--- src/rtl/downsampler_4_pkg.sv ---
// Shared widths and the round/saturate helper for the 4x symbol-rate downsampler.
package downsampler_4_pkg;
  localparam int DS_DATA_W = 18;
  localparam int DS_ACC_W  = 21;
  localparam int PH_W      = 2;

  localparam logic signed [DS_ACC_W:0] SAT_MAX =
    {{(DS_ACC_W-DS_DATA_W+2){1'b0}}, {(DS_DATA_W-1){1'b1}}};
  localparam logic signed [DS_ACC_W:0] SAT_MIN =
    {{(DS_ACC_W-DS_DATA_W+2){1'b1}}, {(DS_DATA_W-1){1'b0}}};

  // Divide a symbol sum by 4 with round-half-up, then clamp to the output range.
  function automatic logic signed [DS_DATA_W-1:0] rnd_sat(input logic signed [DS_ACC_W-1:0] sum);
    logic signed [DS_ACC_W:0] r;
    r = (DS_ACC_W+1)'(sum) + (DS_ACC_W+1)'(2);
    r = r >>> 2;
    if (r > SAT_MAX)      return SAT_MAX[DS_DATA_W-1:0];
    else if (r < SAT_MIN) return SAT_MIN[DS_DATA_W-1:0];
    return r[DS_DATA_W-1:0];
  endfunction
endpackage

--- src/rtl/downsampler_4_phase_ctrl.sv ---
// Capture-phase register: direct load plus one-step early/late nudges from timing recovery.
module phase_ctrl_4
  import downsampler_4_pkg::*;
(
  input  logic            clk,
  input  logic            reset,
  input  logic            phase_load,
  input  logic [PH_W-1:0] phase_sel,
  input  logic            phase_adv,
  input  logic            phase_ret,
  input  logic            hit,
  output logic            dump,
  output logic [PH_W-1:0] offset
);
  logic pend, pend_adv, skip;

  // A late nudge moves offset onto the very next sample; skip that match so the
  // adjusted symbol spans 5 samples instead of producing a doubled capture.
  assign dump = hit && !skip;

  always_ff @(posedge clk) begin
    if (!reset) begin
      offset   <= '0;
      pend     <= 1'b0;
      pend_adv <= 1'b0;
      skip     <= 1'b0;
    end else if (phase_load) begin
      offset <= phase_sel;
      pend   <= 1'b0;
      skip   <= 1'b0;
    end else begin
      if (hit && skip) skip <= 1'b0;
      if (dump && pend) begin
        offset <= pend_adv ? offset - 1'b1 : offset + 1'b1;
        pend   <= 1'b0;
        skip   <= !pend_adv;
      end else if (!pend && (phase_adv ^ phase_ret)) begin
        pend     <= 1'b1;
        pend_adv <= phase_adv;
      end
    end
  end
endmodule

--- src/rtl/downsampler_4.sv ---
// Receive-side 4:1 downsampler: pick one sample per symbol or integrate-and-dump.
module downsampler_4
  import downsampler_4_pkg::*;
#(
  parameter int DATA_W = DS_DATA_W,
  parameter int ACC_W  = DS_ACC_W
) (
  input  logic                     clk,
  input  logic                     reset,
  input  logic                     sam_clk_en,
  input  logic                     sym_clk_en,
  input  logic                     mode,
  input  logic                     phase_load,
  input  logic [PH_W-1:0]          phase_sel,
  input  logic                     phase_adv,
  input  logic                     phase_ret,
  input  logic signed [DATA_W-1:0] data_in,
  output logic signed [DATA_W-1:0] data_out,
  output logic                     sym_valid,
  output logic [PH_W-1:0]          phase_cur
);
  logic [PH_W-1:0]         count_4, ph, offset;
  logic                    hit, dump;
  logic signed [ACC_W-1:0] acc, samp_ext, sum;

  assign ph       = sym_clk_en ? '0 : count_4;
  assign hit      = sam_clk_en && (ph == offset);
  assign samp_ext = {{(ACC_W-DATA_W){data_in[DATA_W-1]}}, data_in};
  assign sum      = acc + samp_ext;
  assign phase_cur = offset;

  phase_ctrl_4 u_phase (
    .clk        (clk),
    .reset      (reset),
    .phase_load (phase_load),
    .phase_sel  (phase_sel),
    .phase_adv  (phase_adv),
    .phase_ret  (phase_ret),
    .hit        (hit),
    .dump       (dump),
    .offset     (offset)
  );

  always_ff @(posedge clk) begin
    if (!reset) begin
      count_4   <= '0;
      acc       <= '0;
      data_out  <= '0;
      sym_valid <= 1'b0;
    end else begin
      sym_valid <= dump;
      if (sam_clk_en)      count_4 <= ph + 1'b1;
      else if (sym_clk_en) count_4 <= '0;
      if (dump) data_out <= mode ? rnd_sat(sum) : data_in;
      // Loading a new phase starts a fresh integration window.
      if (!mode || phase_load) acc <= '0;
      else if (sam_clk_en)     acc <= dump ? '0 : sum;
    end
  end
endmodule

--- config.mk ---
export PLATFORM = sky130hd
export DESIGN_NAME = downsampler_4
export DESIGN_NICKNAME = d
export VERILOG_FILES = /design/src/rtl/downsampler_4_pkg.sv /design/src/rtl/downsampler_4_phase_ctrl.sv /design/src/rtl/downsampler_4.sv
export SDC_FILE = /design/constraint.sdc
export NUM_CORES = 1
export LEC_CHECK = 0
export CORE_MARGIN = 8
export CORE_UTILIZATION = 65
export DETAILED_ROUTE_END_ITERATION = 7
export DONT_BUFFER_PORTS = 1
export GPL_ROUTABILITY_DRIVEN = 0
export HOLD_SLACK_MARGIN = 0.05
export PLACE_DENSITY = 0.82
export SKIP_LAST_GASP = 1
export SYNTH_ARGS = -nofsm -noshare
export SYNTH_HDL_FRONTEND = slang
export SYNTH_SLANG_ARGS = --single-unit
--- constraint.sdc ---
create_clock -name clk -period 7.5 [get_ports clk]
set_input_delay 2.25 -clock clk [delete_from_list [all_inputs] [get_ports clk]]
set_output_delay 2.25 -clock clk [all_outputs]
set_load 0.1 [all_outputs]
# After elaboration in Yosys (flattened, before gate mapping)
# Index checks and enable logic that the tools add are counted.
# totals
regBits	47
latch_bits	0
ramBits	0
mem_bits_ro	0
input_bits	28
elab_cells	52
n_memories	0
# classes
addsub	5
mul	0
div	0
magnitude_cmp	2
eq_ne	1
shifts	0
muxes	16
n_bitwise	4
reduce_logical	16
# op_table
cell	count
$mux 18	4
$add 21x3->22 const B	1
$add 21x18->21	1
$mux 21	1
$gt 20x18->1 const B	1
$lt 20x18->1 const B	1
$mux 2	5
$mux 1	6
$logic_and 1x1->1	5
$add 2x1->2 const B	2
$logic_not 1->1	4
$reduce_bool 2->1	2
$reduce_or 2->1	2
$not 1->1	3
$reduce_and 3->1	1
$reduce_or 3->1	1
$eq 2x2->1	1
$sub 2x1->2 const B	1
$logic_or 1x1->1	1
$xor 1x1->1	1

# Logic depth before layout (Yosys ltp)
# Gate-level depths: netlist of run 1.
# logic_depth
depth_word	9
depth_mapped	15

# Modules after synthesis
# Synthesis of run 1 repeated with hierarchy kept, for this count alone.
# hier_totals
hier_cells	466
hier_area_um2	3716.1
# modules_own_cells
mod	n_inst	cells_per_inst	area_each_um2	seq_area_each_um2
downsampler_4	1	438	3472.1	840.8
phase_ctrl_4	1	28	244.0	100.1

# Worst setup path before layout of run 1
# No wires, ideal clock.
# synth_path
kind	input-to-reg
from	in data_in[0]
to	reg data_out[15]
setup_ns	0.139
arrival_time_ns	5.286
setup_slack_ns	2.075
stages	15
path_cell_list	ha_1 inv_1 fa_1 nand2b_1 a211oi_2 o2111a_2 o221ai_2 nor3_4 nand4_2 or3_4 o31ai_1 o211ai_4 buf_12 a21oi_2 o31ai_2
# synth_between
elab_chain_cells	9
elab_cells_between_ends	11
classes_between	2 x add/sub; 2 x order compare; 7 x mux
# synth_lines
element	line_no	text
start, declared	downsampler_4.sv:17	input logic signed [DATA_W-1:0] data_in,
$add 21x18->21 (*)	downsampler_4.sv:29	assign sum = acc + samp_ext;
$add 21x3->22 (*)	downsampler_4_pkg.sv:15	r = (DS_ACC_W+1)'(sum) + (DS_ACC_W+1)'(2);
$lt 20x18->1	downsampler_4_pkg.sv:18	else if (r < SAT_MIN) return SAT_MIN[DS_DATA_W-1:0];
$mux 1	downsampler_4_pkg.sv:18	
$mux 1	downsampler_4_pkg.sv:17	if (r > SAT_MAX) return SAT_MAX[DS_DATA_W-1:0];
$mux 1	downsampler_4.sv:54	if (dump) data_out <= mode ? rnd_sat(sum) : data_in;
$mux 1	downsampler_4.sv:45	if (!reset) begin
$mux 18 (*)	downsampler_4_pkg.sv:19	return r[DS_DATA_W-1:0];
$mux 18 (*)	downsampler_4.sv:54	
end signal, assigned	downsampler_4.sv:54	
end, declared	downsampler_4.sv:18	output logic signed [DATA_W-1:0] data_out,
# Every way passes the cells marked *; elsewhere a longest branch is shown, timed or not. The select of a mux whose other input is x is not followed.
# A chain may end at the register's enable or synchronous reset.

# Final worst setup path of run 1
# layout_path
from	in data_in[0]
to	reg data_out[1]
# The elaborated chain is that of the path after synthesis.

==> results of run 1 <==
[flip-flops by register name, indices dropped and copies added, names as in the netlist]
signal	count
acc	21
data_out	18
count_4	2
u_phase.offset	2
sym_valid	1
u_phase.pend	1
u_phase.pend_adv	1
u_phase.skip	1
[final cells by class]
| type | instances | share of cell area (%) |
|---|---|---|
| Multi-Input combinational cell | 380 | 68.6 |
| Sequential cell | 47 | 25.3 |
| Tap cell | 72 | 2.42 |
| Clock buffer | 6 | 1.95 |
| Inverter | 9 | 0.909 |
| Clock inverter | 1 | 0.808 |
[cell usage in the layout (no fill, tap or decap), types with 14 or more instances in the layout]
cell / count
nand2_1: 50
nor2_1: 48
dfxtp_1: 47
a21oi_1: 41
xnor2_1: 23
ha_1: 21
nand3_1: 20
xor2_1: 17
nand2b_1: 14
[worst max-delay path, delay by kind of cell]
family	cells	cell delay, ps
AND/OR/NAND/NOR	5	1720
AO/OA/AOI/OAI	4	890
XOR/XNOR	1	550
adder cells (fa/ha/maj)	2	530
buffers and inverters	1	60
[through the flow]
stage	setup slack [ps]	hold slack, ps	area (um2)
2_1_floorplan	2080	449	3630
3_3_place_gp	1590	457	3610
3_5_place_dp	1410	464	3610
4_1_cts	1720	478	3720
5_1_grt	1400	493	3720
6_report	1650	476	3720
[cells by family (layout without fill, tap and decap cells)]
group           count (synthesis)  after routing  synth area share, %
flops                          47             47                 25.9
mux                             1              1                0.275
buf+inv                        31             16                 3.99
fa+ha+maj                      22             22                 7.78
compound gates                131            131                 26.2
simple gates                  184            184                 25.4
xor+xnor                       42             42                 10.5
[final timing paths]
check	from	to	slack (ps)	depth (start not counted)
min	acc[2]	acc[2]	480	2
min reg2reg	acc[2]	acc[2]	480	2
max	data_in[0]	data_out[1]	1650	13
max reg2reg	acc[0]	data_out[1]	3240	13
[power breakdown]
part	switching, W	internal, W
registers	0.0000827	0.000263
clock network	0.0000872	0.0000979
logic	0.0000775	0.0000489
[metal layers]
layer  routed length (um)  global-route usage, %  up-vias
li1                     -                      -     1597
met1                 3960                   27.2     1547
met2                 4130                   34.0      138
met3                  807                   5.82       11
met4                  109                   5.18        0
met5                    0                      0        -
==> key figures, run 1 <==
Setup path
  • WP data required: around 7700 ps
  • Crit-path cells: ha_1 > inv_1 > fa_1 > nand2b_1 > a211oi_2 > nor2_1 > xnor2_1 > nand4_1 > or4_1 > o21ai_1 > nand3_2 > a21oi_1 > o31ai_1
  • Setup CP Type: in -> reg
  • Data arrival time of the critical path: 6010 ps
  • CP Capture Type: flop
  • Worst-path cell with the longest stage delay: or4_1
  • Worst Path Max Fanout: 17
  • Critical Path Source Type: primary input
  • Slowest stage delay, CP: ~570 ps

Finish
  • ANT cells: 0
  • Fillers: roughly 460
  • Layout net count: between 400 and 500
  • Final core occ: between 60% and 70%
  • Layout cell share with drive strength beyond 1: 11.3%
  • Multi-input combinational cell area: between 0.002 and 0.003 mm2
  • Post-Layout Cell Count: 515
  • Area grow syn2layout: 2.24%
  • Reg area: 941 um2

Logic synthesis
  • Syn_nets: between 500 and 600
  • #FFs+latches synth: between 40 and 50
  • Ys Warns: 0
  • Synth top area share: ~26%
  • Register area share after synthesis: 25.9%
  • Post-synth top cells: 50 x nand2_1, 48 x nor2_1, 47 x dfxtp_1
  • Avg Inst Size Synth: around 7.9 um2
  • Cell Area, Synth: 0.00363 mm2
  • Most frequent cell after synthesis: nand2_1
  • Asr flop ratio synth: 0%
  • Ranking of synthesized cells by area: dfxtp_1 26%, ha_1 7.2%, a21oi_1 5.6%
  • Synth Instances: ~460
  • Synth cell types: 62
  • EDFF count, synth: 0
  • Post-synth top flop: dfxtp_1
  • Post-synth top area cell: dfxtp_1

Clock tree
  • Post-CTS sizing: 0
  • H-tree levels: 2
  • CTS Hold Bufs: 0
  • Root Buffer Master: clkbuf_8
  • CTS Buf Count: 5
  • Clk slew on worst S/H paths: roughly 90 ps
  • Clock Path Buffers: 2
  • CTS Sinks: 47
  • Setup Buffers After CTS: 0
  • CTS tree: yes
  • Clk_lat worst skew: about 300 ps

GRT
  • Largest net degree at the start of global routing: 38
  • GRT Total Usage: between 20% and 30%
  • Initial antenna violation count: 0
  • Number of global-route vias before repair: approximately 3000
  • First-pass GRT wire length: around 15 mm
  • Grt total ovfl: 0

Floorplanning
  • Die area: around 0.0082 mm2
  • I/O pins: between 40 and 50
  • Cell row count: 27
  • Starting Density: 66.8%
  • Core area: approximately 0.0054 mm2
  • Die H: 90.8 um
  • Die W: 90.8 um

Pwr
  • Worst vdd ir: about 0.095 mV
  • Cell area power density: around 180 mW/mm2
  • Total Power: around 0.00066 W
  • Leak pwr: 1.41 nW

Routing
  • Iter 0 DRT Violations: 206
  • Pre-Repair DR Iteration Count: 4
  • Post-route ant nets: 0
  • Via count: 3293
  • Via density: between 6 and 7
  • Drt wl/cell: roughly 17 um
  • Drt total wl: between 9 and 10 mm
  • Drt drc: 0

Placement
  • Port bufs: 0
  • Post-DP HPWL: 6.72 mm
  • Inst Count DP: between 500 and 600

Timing
  • Unrepaired setup endpoints after global routing: false
  • Count of final hold-check violations: 0
  • Final Cycle Share: 78.0%
  • Worst slew pin tran: between 1000 and 1500 ps
  • Worst Skew: between 5 and 6 ps
  • Slew headroom: between 20% and 30%
  • Tmin final: ~5800 ps
  • Fmax: approximately 170 MHz
  • Sum Neg Setup Slack: 0 ps
  • Pins Over Slew Limit: 0
  • Setup violations, final: 0

Job
  • Max cap viols: 0

Hold path
  • Worst Hold Class: reg -> reg

Run status
  • Outcome: complete, no violations
Note: power is estimated with default switching activity, not from simulation.
==> run 2: changes to the inputs <==
Settings changed: CORE_UTILIZATION 65 to 58, PLACE_DENSITY 0.82 to 0.77.
Clock period 7.5 ns to 4.9 ns, I/O delays scaled along.
==> run 2 against run 1 <==
Net effect: register-to-register slack worse by 2200 ps; clock skew is 1.8 ps higher; count of clock-buffer cells in the layout is 1 higher; worst setup slack worse by 1400 ps; sequential power is 52% higher; final cell count is 4.7% higher; sequential share of layout area is 0.96 points lower; routed wire length is 3.3% higher.
==> key figures, run 2 (same netlist as run 1, synthesis figures left out) <==
Finish
  • Final core occ: 62.3% (-6.1 points)
  • Commonest cells after routing, fill and taps aside: 50 x nand2_1, 48 x nor2_1, 47 x dfxtp_1
  • Fillers: 558 (+22%)
  • Largest regs: acc x21, data_out x18
  • ANT cells: 0 (unchanged)
  • Fin area: 0.00386 mm2 (+3.9%)
  • Layout cell share with drive strength beyond 1: 14.9% (+3.6 points)
  • Biggest register: acc
  • Layout net count: 511 (+3.7%)
  • Max reg flops: 21 (unchanged)
  • Most common cell after layout, fill and taps aside: nand2_1
  • Area grow syn2layout: 6.26%

Floorplanning
  • Core area: 0.00620 mm2 (+14%)
  • Cell row count: 29 (+7.4%)
  • Die W: 95.2 um (+4.8%)
  • Starting Density: 58.6% (-8.2 points)
  • Die H: 95.2 um (+4.8%)
  • I/O pins: 49 (unchanged)
  • Die area: 0.00906 mm2 (+9.9%)

Setup path
  • Crit-path cells: ha_1 > inv_1 > fa_1 > nand2b_1 > a211oi_2 > o22ai_2 > o21ai_2 > a31oi_1 > xor2_1 > or4_1 > a21oi_1 > o211ai_4 > buf_12 > a21oi_1 > o31ai_1
  • Slowest stage delay, CP: 620 ps (+50 ps)
  • Setup crit start: data_in[0]
  • Data arrival time of the critical path: 4860 ps (-1150 ps)
  • Crit path top cell by count: a21oi_1
  • Critical Path Source Type: primary input
  • FF-to-FF End: data_out[5]
  • Worst Path Max Fanout: 15 (-2)
  • CP bufs+invs: 2 (+1)
  • Setup CP Type: in -> reg
  • WP data required: 5070 ps (-2590 ps)
  • Worst-path cell with the longest stage delay: or4_1
  • R2R Setup Slk: 1010 ps (-2230 ps)
  • Cells on worst reg2reg path: 15 (+2)
  • CP Capture Type: flop
  • Worst reg2reg startpoint: acc[0]
  • CP delay by family, top: compound AO/OA/AOI/OAI gates

Routing
  • Pre-Repair DR Iteration Count: 5 (+1)
  • Drt drc: 0 (unchanged)
  • Post-route ant nets: 0 (unchanged)
  • Drt total wl: 9.30 mm (+3.3%)
  • Via count: 3362 (+2.1%)
  • Iter 0 DRT Violations: 407 (+98%)
  • Drt wl/cell: 17.2 um (-1.3%)
  • Via density: 6.24 (-2.5%)

Timing
  • Hold_ws: 477 ps (+1.37 ps)
  • Final Cycle Share: between 90% and 100%
  • Worst slew pin tran: 1090 ps (-83.8 ps)
  • Count of final hold-check violations: 0 (unchanged)
  • Slew headroom: 27.0% (+5.6 points)
  • Setup violations, final: 0 (unchanged)
  • Fmax: 213 MHz
  • Tmin final: between 4000 and 5000 ps
  • Unrepaired setup endpoints after global routing: false
  • Pins Over Slew Limit: 0 (unchanged)
  • Worst Skew: 7.61 ps (+1.77 ps)

Hold path
  • Worst Hold End: acc[12]
  • Hold path start: acc[12]
  • Hold Path Cell Cnt: 2 (unchanged)
  • Worst Hold Class: reg -> reg

Clock tree
  • Setup Buffers After CTS: 0 (unchanged)
  • Clk slew on worst S/H paths: 90 ps (about the same)
  • CTS Sinks: 47 (unchanged)
  • Clock Path Buffers: 2 (unchanged)
  • H-tree levels: 2 (unchanged)
  • Post-CTS sizing: 0 (unchanged)
  • CTS Buf Count: 5 (unchanged)
  • CTS tree: yes
  • CTS Hold Bufs: 0 (unchanged)
  • Root Buffer Master: clkbuf_8
  • Clk_lat worst skew: 310 ps (about the same)

Pwr
  • Cell area power density: 257 mW/mm2 (+45%)
  • Leak pwr: 1.50 nW (+6.2%)
  • Worst vdd ir: 0.178 mV (+86%)
  • Total Power: 0.000992 W (+51%)

GRT
  • First-pass GRT wire length: 14.8 mm (about the same)
  • GRT Total Usage: 20.5% (-0.65 points)
  • Grt total ovfl: 0 (unchanged)
  • Initial antenna violation count: 0 (unchanged)
  • Number of global-route vias before repair: 3066 (+2.3%)
  • Largest net degree at the start of global routing: 38 (unchanged)

Job
  • Max cap viols: 0 (unchanged)

Run status
  • Outcome: complete, no violations

Placement
  • Port bufs: 0 (unchanged)
  • Post-DP HPWL: 7.14 mm (+6.3%)
  • Area after DPL: 0.00375 mm2 (+3.7%)
==> run 2: cell count changes in the layout (fill, tap and decap cells not counted), sizes merged <==
cell    before  now
buf          0   18
clkbuf       6    7
bufinv       1    0
clkinv       0    1
==> run 2: per-layer routing <==
layer	up-vias	share of wire [%]	track usage (%)
li1	1624	-	-
met1	1546	42	26.3
met2	171	45	32.8
met3	21	11	4.96
met4	0	1.7	7.15
met5	-	0	0
==> run 2: worst max path at each step <==
stage	cells after the start	endpoint	slack, ps
5_1_grt	15	data_out[5]	60
6_report	15	data_out[5]	210
3_5_place_dp	14	data_out[0]	-170
2_1_floorplan	15	data_out[15]	260
3_3_place_gp	14	data_out[0]	30
4_1_cts	14	data_out[5]	160
==> run 2: area by class of cell <==
type / instances / area (um2) / area share [%]
well taps: 77 / 96.3 / 2.49
inverters: 9 / 33.8 / 0.875
repair buffers: 18 / 148 / 3.82
flip-flops and latches: 47 / 941 / 24.4
clock inverters: 1 / 8.76 / 0.227
clock buffers: 7 / 86.3 / 2.24
multi-input cells: 380 / 2550 / 66.0
==> run 2: worst min-delay path, stage by stage (launching register included) <==
cell and delay, ps:
dfxtp_1 320, nand2b_1 60, a21oi_1 50
==> run 2: per-stage QoR <==
step / setup TNS, ps / setup slack, ps / cells
after floorplan: 0 / 255 / 458
after global placement: 0 / 26.6 / 530
after detailed placement: -1780 / -165 / 530
after CTS: 0 / 160 / 538
after global routing: 0 / 60.4 / 539
final: 0 / 215 / 539
==> run 2: where the power goes <==
| part | internal (W) | switching [W] | total, W |
|---|---|---|---|
| registers | 0.000402 | 0.000121 | 0.000524 |
| clock network | 0.000116 | 0.000136 | 0.000252 |
| logic | 0.0000896 | 0.000127 | 0.000216 |
==> run 3: changes to the inputs <==
Settings changed: ABC_AREA set to 1, CORE_UTILIZATION 58 to 59, PLACE_DENSITY 0.77 to 0.79, TNS_END_PERCENT set to 100.
==> run 3 against run 2 <==
Net effect: combinational power rose by 27%; maximum frequency rose by 20%; largest cell class unchanged; design area rose by 16%; global-route usage rose by 2.6 points; count of clock-buffer cells in the layout fell by 2; clock power rose by 21%; critical endpoint is now data_out[0]; largest power group unchanged; register-to-register slack improved by 780 ps; critical path depth rose by 5; total power rose by 12%; via count rose by 32%.
==> key figures, run 3 <==
Floorplanning
  • Cell row count: 31 (+6.9%)
  • Starting Density: 60.1% (+1.5 points)
  • Die area: 0.0103 mm2 (+13%)
  • I/O pins: 49 (unchanged)
  • Die W: 101 um (+6.4%)
  • Die H: 101 um (+6.4%)
  • Core area: 0.00714 mm2 (+15%)

Pwr
  • Worst vdd ir: 0.285 mV (+61%)
  • Leak pwr: 2.26 nW (+51%)
  • Cell area power density: 248 mW/mm2 (-3.5%)

Logic synthesis
  • Cell Area, Synth: 0.00429 mm2 (+18%)
  • Synth top area share: 21.9% (-4.0 points)
  • Avg Inst Size Synth: 5.87 um2 (-26%)
  • Ys Warns: 0 (unchanged)
  • Synth cell types: 31 (-50%)
  • Ranking of synthesized cells by area: dfxtp_1 22%, nand2_1 22%, inv_1 8.2%
  • Syn_nets: 781 (+54%)
  • Synth Instances: 731 (+60%)
  • Asr flop ratio synth: 0% (unchanged)
  • Post-synth top flop: dfxtp_1
  • EDFF count, synth: 0 (unchanged)
  • Most frequent cell after synthesis: nand2_1
  • Post-synth top cells: 249 x nand2_1, 94 x inv_1, 71 x nor2_1
  • Register area share after synthesis: 21.9% (-4.0 points)
  • Post-synth top area cell: dfxtp_1
  • #FFs+latches synth: 47 (unchanged)

Placement
  • Area after DPL: 0.00436 mm2 (+16%)
  • Port bufs: 0 (unchanged)
  • DP Worst Slack: 692 ps (+857 ps)
  • Post-DP HPWL: 8.91 mm (+25%)

GRT
  • Number of global-route vias before repair: 4277 (+39%)
  • Largest net degree at the start of global routing: 38 (unchanged)
  • Grt total ovfl: 0 (unchanged)
  • Initial antenna violation count: 0 (unchanged)
  • GRT Total Usage: 23.1% (+2.6 points)
  • First-pass GRT wire length: 19.4 mm (+32%)

Clock tree
  • Clk slew on worst S/H paths: 90 ps (about the same)
  • H-tree levels: 2 (unchanged)
  • CTS Hold Bufs: 0 (unchanged)
  • CTS tree: yes
  • CTS Buf Count: 5 (unchanged)
  • Root Buffer Master: clkbuf_8
  • Setup Buffers After CTS: 0 (unchanged)
  • Post-CTS sizing: 0 (unchanged)
  • Clock Path Buffers: 2 (unchanged)
  • CTS Sinks: 47 (unchanged)
  • Clk_lat worst skew: 320 ps (about the same)

Finish
  • Largest regs: acc x21, data_out x18
  • Most common cell after layout, fill and taps aside: nand2_1
  • Max reg flops: 21 (unchanged)
  • Commonest cells after routing, fill and taps aside: 249 x nand2_1, 94 x inv_1, 71 x nor2_1
  • Final core occ: 62.7% (+0.42 points)
  • Fin area: 0.00447 mm2 (+16%)
  • Layout cell share with drive strength beyond 1: 12.8% (-2.1 points)
  • Biggest register: acc
  • Layout net count: 774 (+51%)
  • Area grow syn2layout: 4.26%
  • ANT cells: 0 (unchanged)

Hold path
  • Worst Hold Class: reg -> reg

Setup path
  • WP data required: 5060 ps (about the same)
  • Slowest stage delay, CP: 390 ps (-230 ps)
  • CP Capture Type: flop
  • Crit path top cell by count: nand2_1
  • Critical Path Source Type: primary input
  • Worst-path cell with the longest stage delay: fa_1
  • Setup CP Type: in -> reg
  • Worst Path Max Fanout: 17 (+2)
  • CP bufs+invs: 4 (+2)
  • Data arrival time of the critical path: 4070 ps (-790 ps)
  • CP delay by family, top: simple AND/OR/NAND/NOR gates
  • Crit-path cells: ha_1 > inv_1 > fa_1 > inv_1 > nand2_1 > nand2_1 > nand3_1 > nand2_1 > nand2_1 > nand2_1 > nand2_1 > nand3_1 > xnor2_1 > inv_1 > nor2_2 > inv_2 > nand2_4 > nand3_1 > nand2_1 > a21oi_1

Timing
  • Worst Skew: 15.5 ps (+7.94 ps)
  • Final Worst Setup Slack: 994 ps (+779 ps)
  • Fmax: 256 MHz (+20%)
  • Slew headroom: 27.8% (+0.72 points)
  • Tmin final: 3910 ps (-779 ps)
  • Worst slew pin tran: 1080 ps (-10.8 ps)
  • Sum Neg Setup Slack: 0 ps (unchanged)
  • Count of final hold-check violations: 0 (unchanged)
  • Unrepaired setup endpoints after global routing: false
  • Setup violations, final: 0 (unchanged)
  • Final Cycle Share: 79.7% (-16 points)
  • Pins Over Slew Limit: 0 (unchanged)

Routing
  • Drt wl/cell: 13.7 um (-21%)
  • Iter 0 DRT Violations: 241 (-41%)
  • Via count: 4443 (+32%)
  • Pre-Repair DR Iteration Count: 5 (unchanged)
  • Via density: 5.39 (-14%)
  • Drt drc: 0 (unchanged)
  • Post-route ant nets: 0 (unchanged)
  • Drt total wl: 11.3 mm (+22%)

Job
  • Max cap viols: 0 (unchanged)

Run status
  • Outcome: complete, no violations
-- run 3: power by group --
part | switching, W | internal (W)
clock | 0.000152 | 0.000154
sequential | 0.000125 | 0.000403
combinational | 0.000185 | 0.0000889
total | 0.000462 | 0.000646
-- run 3: layout make-up --
type / count / area [um2]
multi-input cells: 557 / 2850
fillers: 751 / 2660
flip-flops and latches: 47 / 941
inverters: 109 / 409
well taps: 99 / 124
clock buffers: 5 / 68.8
clock inverters: 3 / 46.3
repair buffers: 4 / 30.0
-- run 3: final timing paths --
path | start | to | slack [ps] | depth (start not counted)
worst max-delay path | data_in[0] | data_out[0] | 990 | 20
worst min-delay path | u_phase.skip | u_phase.skip | 470 | 2
worst max register to register | acc[0] | data_out[0] | 1790 | 20
worst min register to register | u_phase.skip | u_phase.skip | 470 | 2
-- run 3: worst min-delay path: stages (launching register included) --
cell and delay [ps]:
dfxtp_1 320, nand2_1 60, a21oi_1 50
-- run 3: kinds of logic (layout without fill, tap and decap cells) --
kind of cell | after synthesis | in the layout | share of synthesized area, %
AND/OR/NAND/NOR | 450 | 450 | 47.4
buffers and inverters | 127 | 121 | 11.5
AO/OA/AOI/OAI | 69 | 69 | 9.27
flip-flops | 47 | 47 | 21.9
adder cells (fa/ha/maj) | 22 | 22 | 6.59
XOR/XNOR | 16 | 16 | 3.27
-- run 3: routing by layer --
metal | share of wire, % | routed length [um] | up-vias | track usage [%]
met1 | 41 | 4590 | 2013 | 26.2
met5 | 0 | 0 | - | 0
met3 | 8.3 | 938 | 37 | 5.43
li1 | - | - | 2260 | -
met2 | 46 | 5240 | 133 | 38.5
met4 | 4.7 | 526 | 0 | 14.4
-- run 3: metrics by stage --
step                      power, W  instances  hold WS [ps]
after floorplan           0.000762        731           441
after global placement    0.000802        816           454
final                      0.00111        824           473
after global routing       0.00117        824           493
after detailed placement  0.000808        816           456
after CTS                  0.00111        824           471
